[config.mk]
export PLATFORM = sky130hd
export DESIGN_NAME = lsu_ctrl
export DESIGN_NICKNAME = d
export VERILOG_FILES = /design/src/rtl/lsu_ctrl.sv
export SDC_FILE = /design/constraint.sdc
export NUM_CORES = 1
export LEC_CHECK = 0
export ABC_AREA = 1
export BUFFER_PORTS_ARGS = -buffer_cell sky130_fd_sc_hd__buf_2
export CORE_MARGIN = 1.5
export CORE_UTILIZATION = 45
export DETAILED_ROUTE_END_ITERATION = 8
export GPL_TIMING_DRIVEN = 1
export HOLD_SLACK_MARGIN = 0.06
export PLACE_DENSITY = 0.88
export SYNTH_ARGS = -nofsm -noshare
export SYNTH_HDL_FRONTEND = slang
export SYNTH_SLANG_ARGS = --single-unit
[constraint.sdc]
create_clock -name clk -period 2.9 [get_ports clk]
set_input_delay 0.29 -clock clk [delete_from_list [all_inputs] [get_ports clk]]
set_output_delay 0.29 -clock clk [all_outputs]
set_load 0.05 [all_outputs]
[src/rtl/lsu_ctrl.sv]
// ---------------------------------------------------------------------------
// lsu_ctrl -- load/store unit front end between execute stage and a
// word-organised data memory.
//
// One request at a time: IDLE accepts, EXEC performs the single memory
// access (sub-word stores are read-merge-write on the same word), RESP holds
// the registered response until the consumer takes it.
//
// Optional feature macro: LSU_BYPASS_EN
//   defined   -> a new request may be accepted in RESP on the response
//                handshake edge, going straight RESP->EXEC.
//   undefined -> requests are accepted only in IDLE.
//
// Ports:
//   clk, rst           clock, asynchronous active-high reset
//   req_*              request handshake (valid/ready, we, size, unsigned,
//                      addr, wdata)
//   resp_*             response handshake (valid/ready, rdata, err)
//   mem_req_o/mem_we_o memory access / write enable (EXEC only)
//   mem_waddr_o        word-aligned write address
//   mem_wdata_o        merged word to write
//   mem_raddr_o        word-aligned read address
//   mem_rdata_i        combinational read data for mem_raddr_o
// ---------------------------------------------------------------------------
module lsu_ctrl (
  input  logic        clk,
  input  logic        rst,
  input  logic        req_valid_i,
  output logic        req_ready_o,
  input  logic        req_we_i,
  input  logic [1:0]  req_size_i,
  input  logic        req_unsigned_i,
  input  logic [31:0] req_addr_i,
  input  logic [31:0] req_wdata_i,
  output logic        resp_valid_o,
  input  logic        resp_ready_i,
  output logic [31:0] resp_rdata_o,
  output logic        resp_err_o,
  output logic        mem_req_o,
  output logic        mem_we_o,
  output logic [31:0] mem_waddr_o,
  output logic [31:0] mem_wdata_o,
  output logic [31:0] mem_raddr_o,
  input  logic [31:0] mem_rdata_i
);

  typedef enum logic [1:0] {
    S_IDLE = 2'b00,
    S_EXEC = 2'b01,
    S_RESP = 2'b10
  } state_t;

  state_t      r_state;
  logic        r_we;
  logic [1:0]  r_size;
  logic        r_unsigned;
  logic [31:0] r_addr;
  logic [31:0] r_wdata;
  logic [31:0] r_rdata;
  logic        r_err;
  logic        r_valid;

  logic        w_err;
  logic        w_exec;
  logic [7:0]  w_byte;
  logic [15:0] w_half;
  logic [31:0] w_load;
  logic [31:0] w_merge;

  // Misaligned or illegal-size request detection on the registered request.
  always_comb begin
    case (r_size)
      2'b00:   w_err = 1'b0;
      2'b01:   w_err = r_addr[0];
      2'b10:   w_err = (r_addr[1:0] != 2'b00);
      default: w_err = 1'b1;
    endcase
  end

  // Lane extraction and sign/zero extension for loads.
  always_comb begin
    w_byte = mem_rdata_i[{r_addr[1:0], 3'b000} +: 8];
    w_half = mem_rdata_i[{r_addr[1], 4'b0000} +: 16];
    case (r_size)
      2'b00:   w_load = r_unsigned ? {24'h000000, w_byte} : {{24{w_byte[7]}}, w_byte};
      2'b01:   w_load = r_unsigned ? {16'h0000, w_half} : {{16{w_half[15]}}, w_half};
      default: w_load = mem_rdata_i;
    endcase
  end

  // Store merge: replace the addressed little-endian lane of the read word.
  always_comb begin
    w_merge = mem_rdata_i;
    case (r_size)
      2'b00:   w_merge[{r_addr[1:0], 3'b000} +: 8]  = r_wdata[7:0];
      2'b01:   w_merge[{r_addr[1], 4'b0000} +: 16]  = r_wdata[15:0];
      2'b10:   w_merge = r_wdata;
      default: w_merge = mem_rdata_i;
    endcase
  end

  // rst is folded in so a reset raised mid-EXEC kills the write before the
  // next edge rather than after it.
  assign w_exec      = (r_state == S_EXEC) && !rst;
  assign mem_req_o   = w_exec && !w_err;
  assign mem_we_o    = mem_req_o && r_we;
  assign mem_waddr_o = {r_addr[31:2], 2'b00};
  assign mem_raddr_o = {r_addr[31:2], 2'b00};
  assign mem_wdata_o = (r_state == S_EXEC) ? w_merge : r_wdata;

`ifdef LSU_BYPASS_EN
  assign req_ready_o = !rst && ((r_state == S_IDLE) ||
                                ((r_state == S_RESP) && resp_ready_i));
`else
  assign req_ready_o = !rst && (r_state == S_IDLE);
`endif

  assign resp_valid_o = r_valid;
  assign resp_rdata_o = r_rdata;
  assign resp_err_o   = r_err;

  // Control FSM with registered request capture and response.
  always_ff @(posedge clk or posedge rst) begin
    if (rst) begin
      r_state    <= S_IDLE;
      r_we       <= 1'b0;
      r_size     <= 2'b00;
      r_unsigned <= 1'b0;
      r_addr     <= 32'h0000_0000;
      r_wdata    <= 32'h0000_0000;
      r_rdata    <= 32'h0000_0000;
      r_err      <= 1'b0;
      r_valid    <= 1'b0;
    end else begin
      case (r_state)
        S_IDLE: begin
          if (req_valid_i) begin
            r_we       <= req_we_i;
            r_size     <= req_size_i;
            r_unsigned <= req_unsigned_i;
            r_addr     <= req_addr_i;
            r_wdata    <= req_wdata_i;
            r_state    <= S_EXEC;
          end
        end
        S_EXEC: begin
          r_err   <= w_err;
          r_rdata <= (w_err || r_we) ? 32'h0000_0000 : w_load;
          r_valid <= 1'b1;
          r_state <= S_RESP;
        end
        S_RESP: begin
          if (resp_ready_i) begin
            r_valid <= 1'b0;
`ifdef LSU_BYPASS_EN
            if (req_valid_i) begin
              r_we       <= req_we_i;
              r_size     <= req_size_i;
              r_unsigned <= req_unsigned_i;
              r_addr     <= req_addr_i;
              r_wdata    <= req_wdata_i;
              r_state    <= S_EXEC;
            end else begin
              r_state <= S_IDLE;
            end
`else
            r_state <= S_IDLE;
`endif
          end
        end
        default: r_state <= S_IDLE;
      endcase
    end
  end

endmodule

==> results of run 1 <==
==> synth_stat cells <==
library cell	instances	area share, %
inv_1	32	1.9
nand2_1	501	29
o21ai_2	2	0.27
nand3b_1	2	0.23
buf_2	13	1.0
ha_1	5	0.97
nand2_2	2	0.19
buf_1	1	0.058
nor2_4	1	0.17
nor2_1	73	4.2
o21ai_0	47	3.6
o211ai_1	2	0.23
nor3_2	1	0.15
clkbuf_1	17	0.98
nand4_1	2	0.19
o21a_1	1	0.12
buf_6	7	1.2
buf_4	66	7.6
conb_1	1	0.058
nand3_1	49	3.8
nand3_4	2	0.54
nor2_2	5	0.48
o22ai_1	1	0.097
a21oi_1	23	1.8
nand2_4	2	0.35
dfrtp_1	104	40
nor3_1	2	0.15
inv_2	7	0.41
==> final timing paths <==
| check | startpoint | cells after the start | end |
|---|---|---|---|
| max | r_size[0]$_DFFE_PP0P_ | 9 | mem_wdata_o[3] |
| min | rst | 3 | r_addr[1]$_DFFE_PP0P_ |
| max reg2reg | r_addr[0]$_DFFE_PP0P_ | 10 | resp_rdata_o[15]$_DFFE_PP0P_ |
| min reg2reg | r_wdata[27]$_DFFE_PP0P_ | 2 | r_wdata[27]$_DFFE_PP0P_ |
| max in group asynchronous | rst | 3 | r_wdata[12]$_DFFE_PP0P_ |
| min in group clk | req_addr_i[12] | 3 | r_addr[12]$_DFFE_PP0P_ |
==> logic make-up (layout without fill, tap and decap cells) <==
group	count (synthesis)	count (layout)	share of synthesized area [%]
AND/OR/NAND/NOR	642	642	39.5
buffers and inverters	143	299	13.2
flip-flops	104	104	40.2
AO/OA/AOI/OAI	76	76	6.12
adder cells (fa/ha/maj)	5	5	0.966
other	1	5	0.0579
==> per-layer routing <==
metal	track usage [%]	vias to the layer above
li1	-	3240
met2	42.3	319
met4	10.3	2
met1	36.3	3030
met3	5.30	40
met5	0	-
==> sequential cells by signal (all words and copies together), names as in the netlist <==
register      cells
r_addr           32
r_wdata          32
resp_rdata_o     32
r_size            2
r_state           2
r_unsigned        1
r_we              1
resp_err_o        1
resp_valid_o      1
==> area by class of cell <==
type | instances | share of cell area (%)
Multi-Input combinational cell | 727 | 39.8
Sequential cell | 104 | 34.1
Timing Repair Buffer | 244 | 16.7
Clock buffer | 10 | 3.00
Tap cell | 180 | 2.95
Inverter | 39 | 1.97
Clock inverter | 6 | 1.51
Antenna cell | 1 | 0.0328
==> through the flow <==
| step | instance area [um2] | util (%) |
|---|---|---|
| after global placement | 7290 | 52.1 |
| after global routing | 7630 | 54.6 |
| after floorplan | 6490 | - |
| after detailed placement | 7290 | 52.1 |
| after CTS | 7630 | 54.6 |
| final | 7640 | 54.6 |
==> critical path, delay by kind of cell (launching register included) <==
kind / cells / cell delay, ns
buffers and inverters: 2 / 0.39
and+or+nand+nor: 7 / 1.23
DFF: 1 / 0.48
==> impl_metrics.env, run 1 <==
export IMPL_status="completed"
export IMPL_maxSlewViolCount=0
export IMPL_via_count=6631
export IMPL_dr_max_layer_used="met5"
export IMPL_holdBufCountCts=0
export IMPL_period_share_pct=94.9
export IMPL_cts_resized_gates=0
export IMPL_worstSkewPairLatency_ns=0.35
export IMPL_r2r_slack_ns=0.84
export IMPL_worst_slew_pin_slew_ns=0.629
export IMPL_finalHoldWorstSlack_ns=0.119
export IMPL_min_path_type="in -> async"
export IMPL_fin_worst_skew_ns=0.0112
export IMPL_grt_pass1_wl_um=30900
export IMPL_path_cells="inv_2 -> nand2_2 -> nand2_1 -> nand2_1 -> nand2_1 -> nand2_1 -> nand2_1 -> nand2_1 -> buf_2"
export IMPL_cts_setup_buffers=0
export IMPL_nNetsFinal=1234
export IMPL_place_inst=1294
export IMPL_grt_max_degree=105
export IMPL_regArea_um2=2600
export IMPL_crit_arrival_ns=2.46
export IMPL_worstPathMaxFanout=22
export IMPL_worst_slack_ns=0.149
export IMPL_fmax_ghz=0.364
export IMPL_wl_per_cell_um=15.3
export IMPL_crit_path_start_kind="flop"
export IMPL_crit_type="reg -> out"
export IMPL_final_cell_mix="500 x nand2_1, 232 x buf_2, 104 x dfrtp_1"
export IMPL_met2WireLength_um=9190
export IMPL_fp_dieW_um=123
export IMPL_rows=43
export IMPL_wl_um=20100
export IMPL_drc=0
export IMPL_drtPass1Iterations=5
export IMPL_cts_root_buf="clkbuf_16"
export IMPL_dpl_hpwl_um=15000
export IMPL_drive_gt1_share_pct=25.0
export IMPL_htree_levels=3
export IMPL_netlist_instances=971
export IMPL_io_pins=237
export IMPL_synth_distinct_cells=28
export IMPL_cts_buffers=9
export IMPL_final_common_cell="nand2_1"
export IMPL_layout_min_cycle_time_ns=2.75
export IMPL_synth_area_per_cell_um2=6.67
export IMPL_max_slew_margin_pct=57.9
export IMPL_ys_seq_area_share_pct=40.2
export IMPL_synth_area_um2=6480
export IMPL_initial_utilization_pct=46.3
export IMPL_drt_iter0_markers=593
export IMPL_core_region_area_um2=14000
export IMPL_critPathMaxStageDelay_ns=0.48
export IMPL_grt_pass1_vias=5944
export IMPL_ant_nets=0
export IMPL_cts_buffer_depth=2
export IMPL_clkTransAtPathRegs_ns=0.08
export IMPL_area_growth_pct=17.9
export IMPL_place_congestion=0.964
export IMPL_multiInputGateArea_um2=3040
export IMPL_grt_total_usage_pct=26.7
export IMPL_hold_viol_final=0
export IMPL_fin_cells=1311
export IMPL_io_buffers=232
export IMPL_gr_total_overflow=0
export IMPL_setup_tns_final_ns=0
export IMPL_cts_tree="done"
export IMPL_yosysWarnings=0
export IMPL_cpMostUsedCell="nand2_1"
export IMPL_die_h_um=123
export IMPL_vias_per_cell=5.06
export IMPL_die_area_um2=15100
export IMPL_critPathSlowestCell="dfrtp_1"
export IMPL_nFillCells=1426
export IMPL_drv_cap=0
export IMPL_crit_required_ns=2.61
export IMPL_wl_met3_um=1770
export IMPL_antenna_found_initial=2
export IMPL_ys_ff_latch=104
export IMPL_met1_length_um=8550
export IMPL_pre_cts_slack_ns=0.574
export IMPL_rsz0062_at_grt="no"
export IMPL_numClockSinks=104
export IMPL_setup_viol=0
export IMPL_critPathCaptureType="output port"
Power of run 1 is left out: the tool's default activity adds up to more than one toggle a clock period on the data nets, which glitch-free logic cannot reach.
==> run 2: changes to the inputs <==
- ABC_AREA: 1 -> unset
- PLACE_DENSITY: 0.88 -> 0.89
==> impl_metrics.env, run 2 <==
export IMPL_status="completed"
export IMPL_synth_async_reset_ratio_pct=100
export IMPL_core_region_area_um2=13100
export IMPL_period_share_pct=94.0
export IMPL_drc=0
export IMPL_drt_iter0_markers=636
export IMPL_htree_levels=3
export IMPL_grt_pass1_wl_um=27600
export IMPL_dr_max_layer_used="met4"
export IMPL_cts_buffer_depth=2
export IMPL_die_area_um2=14100
export IMPL_worstSkewPairLatency_ns=0.36
export IMPL_fin_cells=935
export IMPL_grt_pass1_vias=5200
export IMPL_grt_max_degree=49
export IMPL_initial_utilization_pct=45.8
export IMPL_synth_area_um2=6020
export IMPL_synth_edff_count=0
export IMPL_finalHoldWorstSlack_ns=0.0984
export IMPL_rsz0062_at_grt="no"
export IMPL_crit_end="mem_wdata_o[15]"
export IMPL_hold_viol_final=0
export IMPL_r2r_slack_ns=0.79
export IMPL_io_buffers=232
export IMPL_fp_dieW_um=119
export IMPL_met2WireLength_um=8220
export IMPL_cts_tree="done"
export IMPL_fin_worst_skew_ns=0.0119
export IMPL_wl_per_cell_um=18.8
export IMPL_synth_distinct_cells=47
export IMPL_ys_ff_latch=104
export IMPL_grt_total_usage_pct=25.1
export IMPL_place_congestion=0.936
export IMPL_wl_um=17600
export IMPL_cts_buffers=9
export IMPL_die_h_um=119
export IMPL_netlist_instances=586
export IMPL_crit_required_ns=2.61
export IMPL_setup_tns_final_ns=0
export IMPL_gr_total_overflow=0
export IMPL_nNetsFinal=862
export IMPL_ant_nets=0
export IMPL_min_path_type="in -> async"
export IMPL_synthTopCellsByCount="104 x dfrtp_1, 67 x mux2_2, 64 x buf_4"
export IMPL_ys_seq_area_share_pct=43.3
export IMPL_crit_path_start_kind="flop"
export IMPL_cts_root_buf="clkbuf_16"
export IMPL_maxSlewViolCount=0
export IMPL_vias_per_cell=5.72
export IMPL_dpl_hpwl_um=13300
export IMPL_post_dp_cell_area_um2=6960
export IMPL_final_cell_mix="232 x buf_2, 104 x dfrtp_1, 67 x mux2_2"
export IMPL_numClockSinks=104
export IMPL_antenna_found_initial=1
export IMPL_holdBufCountCts=0
export IMPL_clkTransAtPathRegs_ns=0.07
export IMPL_synth_area_per_cell_um2=10.3
export IMPL_drtPass1Iterations=5
export IMPL_worstPathMaxFanout=14
export IMPL_post_synth_top_count_cell="dfrtp_1"
export IMPL_max_slew_margin_pct=49.5
export IMPL_drive_gt1_share_pct=48.8
export IMPL_layout_min_cycle_time_ns=2.73
export IMPL_met1_length_um=7060
export IMPL_rows=42
export IMPL_crit_arrival_ns=2.44
export IMPL_rr_worst_depth=6
export IMPL_crit_type="reg -> out"
export IMPL_crit_path_start="r_size[1]$_DFFE_PP0P_"
export IMPL_r2r_start="r_addr[0]$_DFFE_PP0P_"
export IMPL_critPathCaptureType="output port"
export IMPL_yosys_top_cells_area="dfrtp_1 43%, mux2_2 13%, buf_4 8.0%, nand2_1 3.7%, a22o_1 3.5%"
export IMPL_drv_cap=0
export IMPL_io_pins=237
export IMPL_setup_viol=0
export IMPL_synth_flop_cell="dfrtp_1"
export IMPL_wl_met3_um=1690
export IMPL_nFillCells=1198
export IMPL_final_area_um2=7280
export IMPL_synth_top_area_share_pct=43.3
export IMPL_place_inst=918
export IMPL_worst_slew_pin_slew_ns=0.755
export IMPL_area_growth_pct=21.0
export IMPL_via_count=5346
export IMPL_fmax_ghz=0.367
export IMPL_yosysWarnings=0
export IMPL_final_common_cell="buf_2"
export IMPL_synth_largest_area_cell="dfrtp_1"
export IMPL_timing_rr_end="resp_rdata_o[27]$_DFFE_PP0P_"
run 2: per-layer routing:
metal / track usage (%) / vias up
met5: 0 / -
met4: 10.7 / 0
met3: 6.71 / 59
met2: 39.4 / 308
met1: 32.9 / 2574
li1: - / 2405
run 2: through the flow:
step	setup WS, ns	utilization, %
after detailed placement	0.464	53.0
after CTS	0.0411	55.3
final	0.173	55.4
after global routing	0.0646	55.4
after global placement	0.502	53.0
after floorplan	0.0140	-
run 2: repair_timing:
action,in CTS,in global routing
setup buffers,0,0
gates resized for setup,0,3
endpoints found under the setup margin,0,8
run 2: critical path: stages, from the launching register on:
cell and delay (ns):
dfrtp_1 0.49, buf_4 0.24, o21ai_1 0.32, nand2_1 0.28
a22o_1 0.30, a22o_1 0.24, buf_2 0.22
run 2: cells by family after synthesis:
logic type,after synthesis,synth area share [%]
AO/OA/AOI/OAI,160,19.1
AND/OR/NAND/NOR,130,11.0
flip-flops,104,43.3
adder cells (fa/ha/maj),5,1.04
buffers and inverters,109,11.4
other,1,0.0623
multiplexers,77,14.2
run 2: layout make-up:
type / instances / area [um2] / share of cell area [%]
timing repair buffer: 256 / 1350 / 18.6
clock inverter: 6 / 68.8 / 0.945
tap: 176 / 220 / 3.02
inverter: 6 / 26.3 / 0.361
antenna: 1 / 2.50 / 0.0344
sequential: 104 / 2600 / 35.7
clock buffer: 10 / 239 / 3.28
multi-input combinational: 376 / 2770 / 38.0
run 2: worst min-delay path by stage:
stage / cells past startpoint / end / startpoint
5_1_grt: 2 / r_addr[26]$_DFFE_PP0P_ / rst
6_report: 2 / r_addr[26]$_DFFE_PP0P_ / rst
4_1_cts: 2 / r_size[0]$_DFFE_PP0P_ / rst
2_1_floorplan: 1 / r_state[1]$_DFFE_PP0P_ / resp_ready_i
3_5_place_dp: 2 / resp_rdata_o[16]$_DFFE_PP0P_ / resp_rdata_o[16]$_DFFE_PP0P_
3_3_place_gp: 2 / resp_rdata_o[24]$_DFFE_PP0P_ / resp_rdata_o[24]$_DFFE_PP0P_
Power of run 2 is left out for the same reason.
==> run 3: changes to the inputs <==
--- a/constraint.sdc
+++ b/constraint.sdc
@@ -3,2 +3,2 @@
 set_output_delay 0.29 -clock clk [all_outputs]
-set_load 0.05 [all_outputs]
+set_load 0.005 [all_outputs]
==> impl_metrics.env, run 3 (same netlist as run 2, synthesis figures left out) <==
export IMPL_finalHoldWorstSlack_ns=0.0897
export IMPL_status="completed"
export IMPL_setup_tns_final_ns=0
export IMPL_fmax_ghz=0.367
export IMPL_drc=0
export IMPL_fin_cells=930
export IMPL_irDropWorstVdd_mv=0.612
export IMPL_final_core_util_pct=55.1
export IMPL_holdBufCountCts=0
export IMPL_ant_nets=0
export IMPL_layout_min_cycle_time_ns=2.72
export IMPL_fin_worst_skew_ns=0.00802
export IMPL_fp_dieW_um=119
export IMPL_crit_required_ns=2.61
export IMPL_cts_buffers=9
export IMPL_grt_max_degree=50
export IMPL_cts_tree="done"
export IMPL_antenna_found_initial=0
export IMPL_final_cell_mix="232 x buf_2, 104 x dfrtp_1, 67 x mux2_2"
export IMPL_power_density_nw_per_um2=1170
export IMPL_crit_type="reg -> out"
export IMPL_htree_levels=3
export IMPL_worstPathMaxFanout=25
export IMPL_max_slew_margin_pct=41.2
export IMPL_critPathCaptureType="output port"
export IMPL_worst_slew_pin_slew_ns=0.875
export IMPL_hold_viol_final=0
export IMPL_wl_per_cell_um=19.4
export IMPL_nNetsFinal=858
export IMPL_post_dp_cell_area_um2=6900
export IMPL_place_congestion=0.965
export IMPL_wl_um=18000
export IMPL_maxSlewViolCount=0
export IMPL_die_h_um=119
export IMPL_initial_utilization_pct=45.8
export IMPL_period_share_pct=93.8
export IMPL_cts_root_buf="clkbuf_16"
export IMPL_die_area_um2=14100
export IMPL_grt_pass1_wl_um=28100
export IMPL_vias_per_cell=5.65
export IMPL_crit_path_start_kind="flop"
export IMPL_dpl_hpwl_um=13400
export IMPL_min_path_type="in -> async"
export IMPL_setup_viol=0
export IMPL_io_pins=237
export IMPL_drtPass1Iterations=5
export IMPL_numClockSinks=104
export IMPL_crit_arrival_ns=2.43
export IMPL_final_area_um2=7240
export IMPL_clkTransAtPathRegs_ns=0.07
export IMPL_rsz0062_at_grt="no"
export IMPL_drive_gt1_share_pct=47.2
export IMPL_worstSkewPairLatency_ns=0.35
export IMPL_grt_total_usage_pct=26.0
export IMPL_n_antenna_cell=0
export IMPL_via_count=5258
export IMPL_leakagePower_nw=3.45
export IMPL_power_mw=8.45
export IMPL_drv_cap=0
export IMPL_place_inst=913
export IMPL_drt_iter0_markers=493
export IMPL_rows=42
export IMPL_gr_total_overflow=0
export IMPL_worst_slack_ns=0.179
export IMPL_cts_buffer_depth=2
export IMPL_final_common_cell="buf_2"
export IMPL_pre_cts_slack_ns=0.457
export IMPL_area_growth_pct=20.4
export IMPL_core_region_area_um2=13100
export IMPL_io_buffers=232
export IMPL_grt_pass1_vias=5115
## run 3: worst max-delay path, cell delays in order (launching register included)
cell and delay, ns:
dfrtp_1 0.70, inv_1 0.30, o21ai_1 0.19, buf_4 0.30, a31o_2 0.26, a22o_1 0.20, buf_2 0.12
## run 3: final cells by class
type	count	area [um2]
inverter	6	30.0
timing repair buffer	252	1310
clock buffer	12	256
multi-input combinational	376	2750
sequential	104	2600
tap	176	220
clock inverter	4	76.3
fill	1170	5890
## run 3: worst paths after layout
check / from / end / slack, ns / depth (start not counted)
worst max-delay path: r_size[1]$_DFFE_PP0P_ / mem_wdata_o[11] / 0.18 / 6
worst min-delay path: rst / r_addr[13]$_DFFE_PP0P_ / 0.09 / 3
worst max register to register: r_size[1]$_DFFE_PP0P_ / resp_rdata_o[27]$_DFFE_PP0P_ / 0.47 / 5
worst min register to register: resp_rdata_o[17]$_DFFE_PP0P_ / resp_rdata_o[17]$_DFFE_PP0P_ / 0.48 / 2
max in group asynchronous: rst / r_unsigned$_DFFE_PP0P_ / 2.35 / 3
min in group clk: resp_ready_i / r_state[1]$_DFFE_PP0P_ / 0.15 / 2
## run 3: routing by layer
metal	vias up	part of all wire (%)	track usage, %
li1	2388	-	-
met1	2511	40	34.5
met2	300	46	40.4
met3	59	10	6.81
met4	0	3.5	10.8
met5	-	0	0
## run 3: power breakdown
part	internal [mW]	switching, mW
Clock	0.806	0.548
Combinational	2.11	2.13
Sequential	2.15	0.693
## run 3: repair_timing
action	in CTS	in global routing
endpoints found under the hold margin	0	0
setup endpoints to repair	0	15
setup buffers	0	1
gates resized for setup	0	2
(Power assumes the default switching activity.)
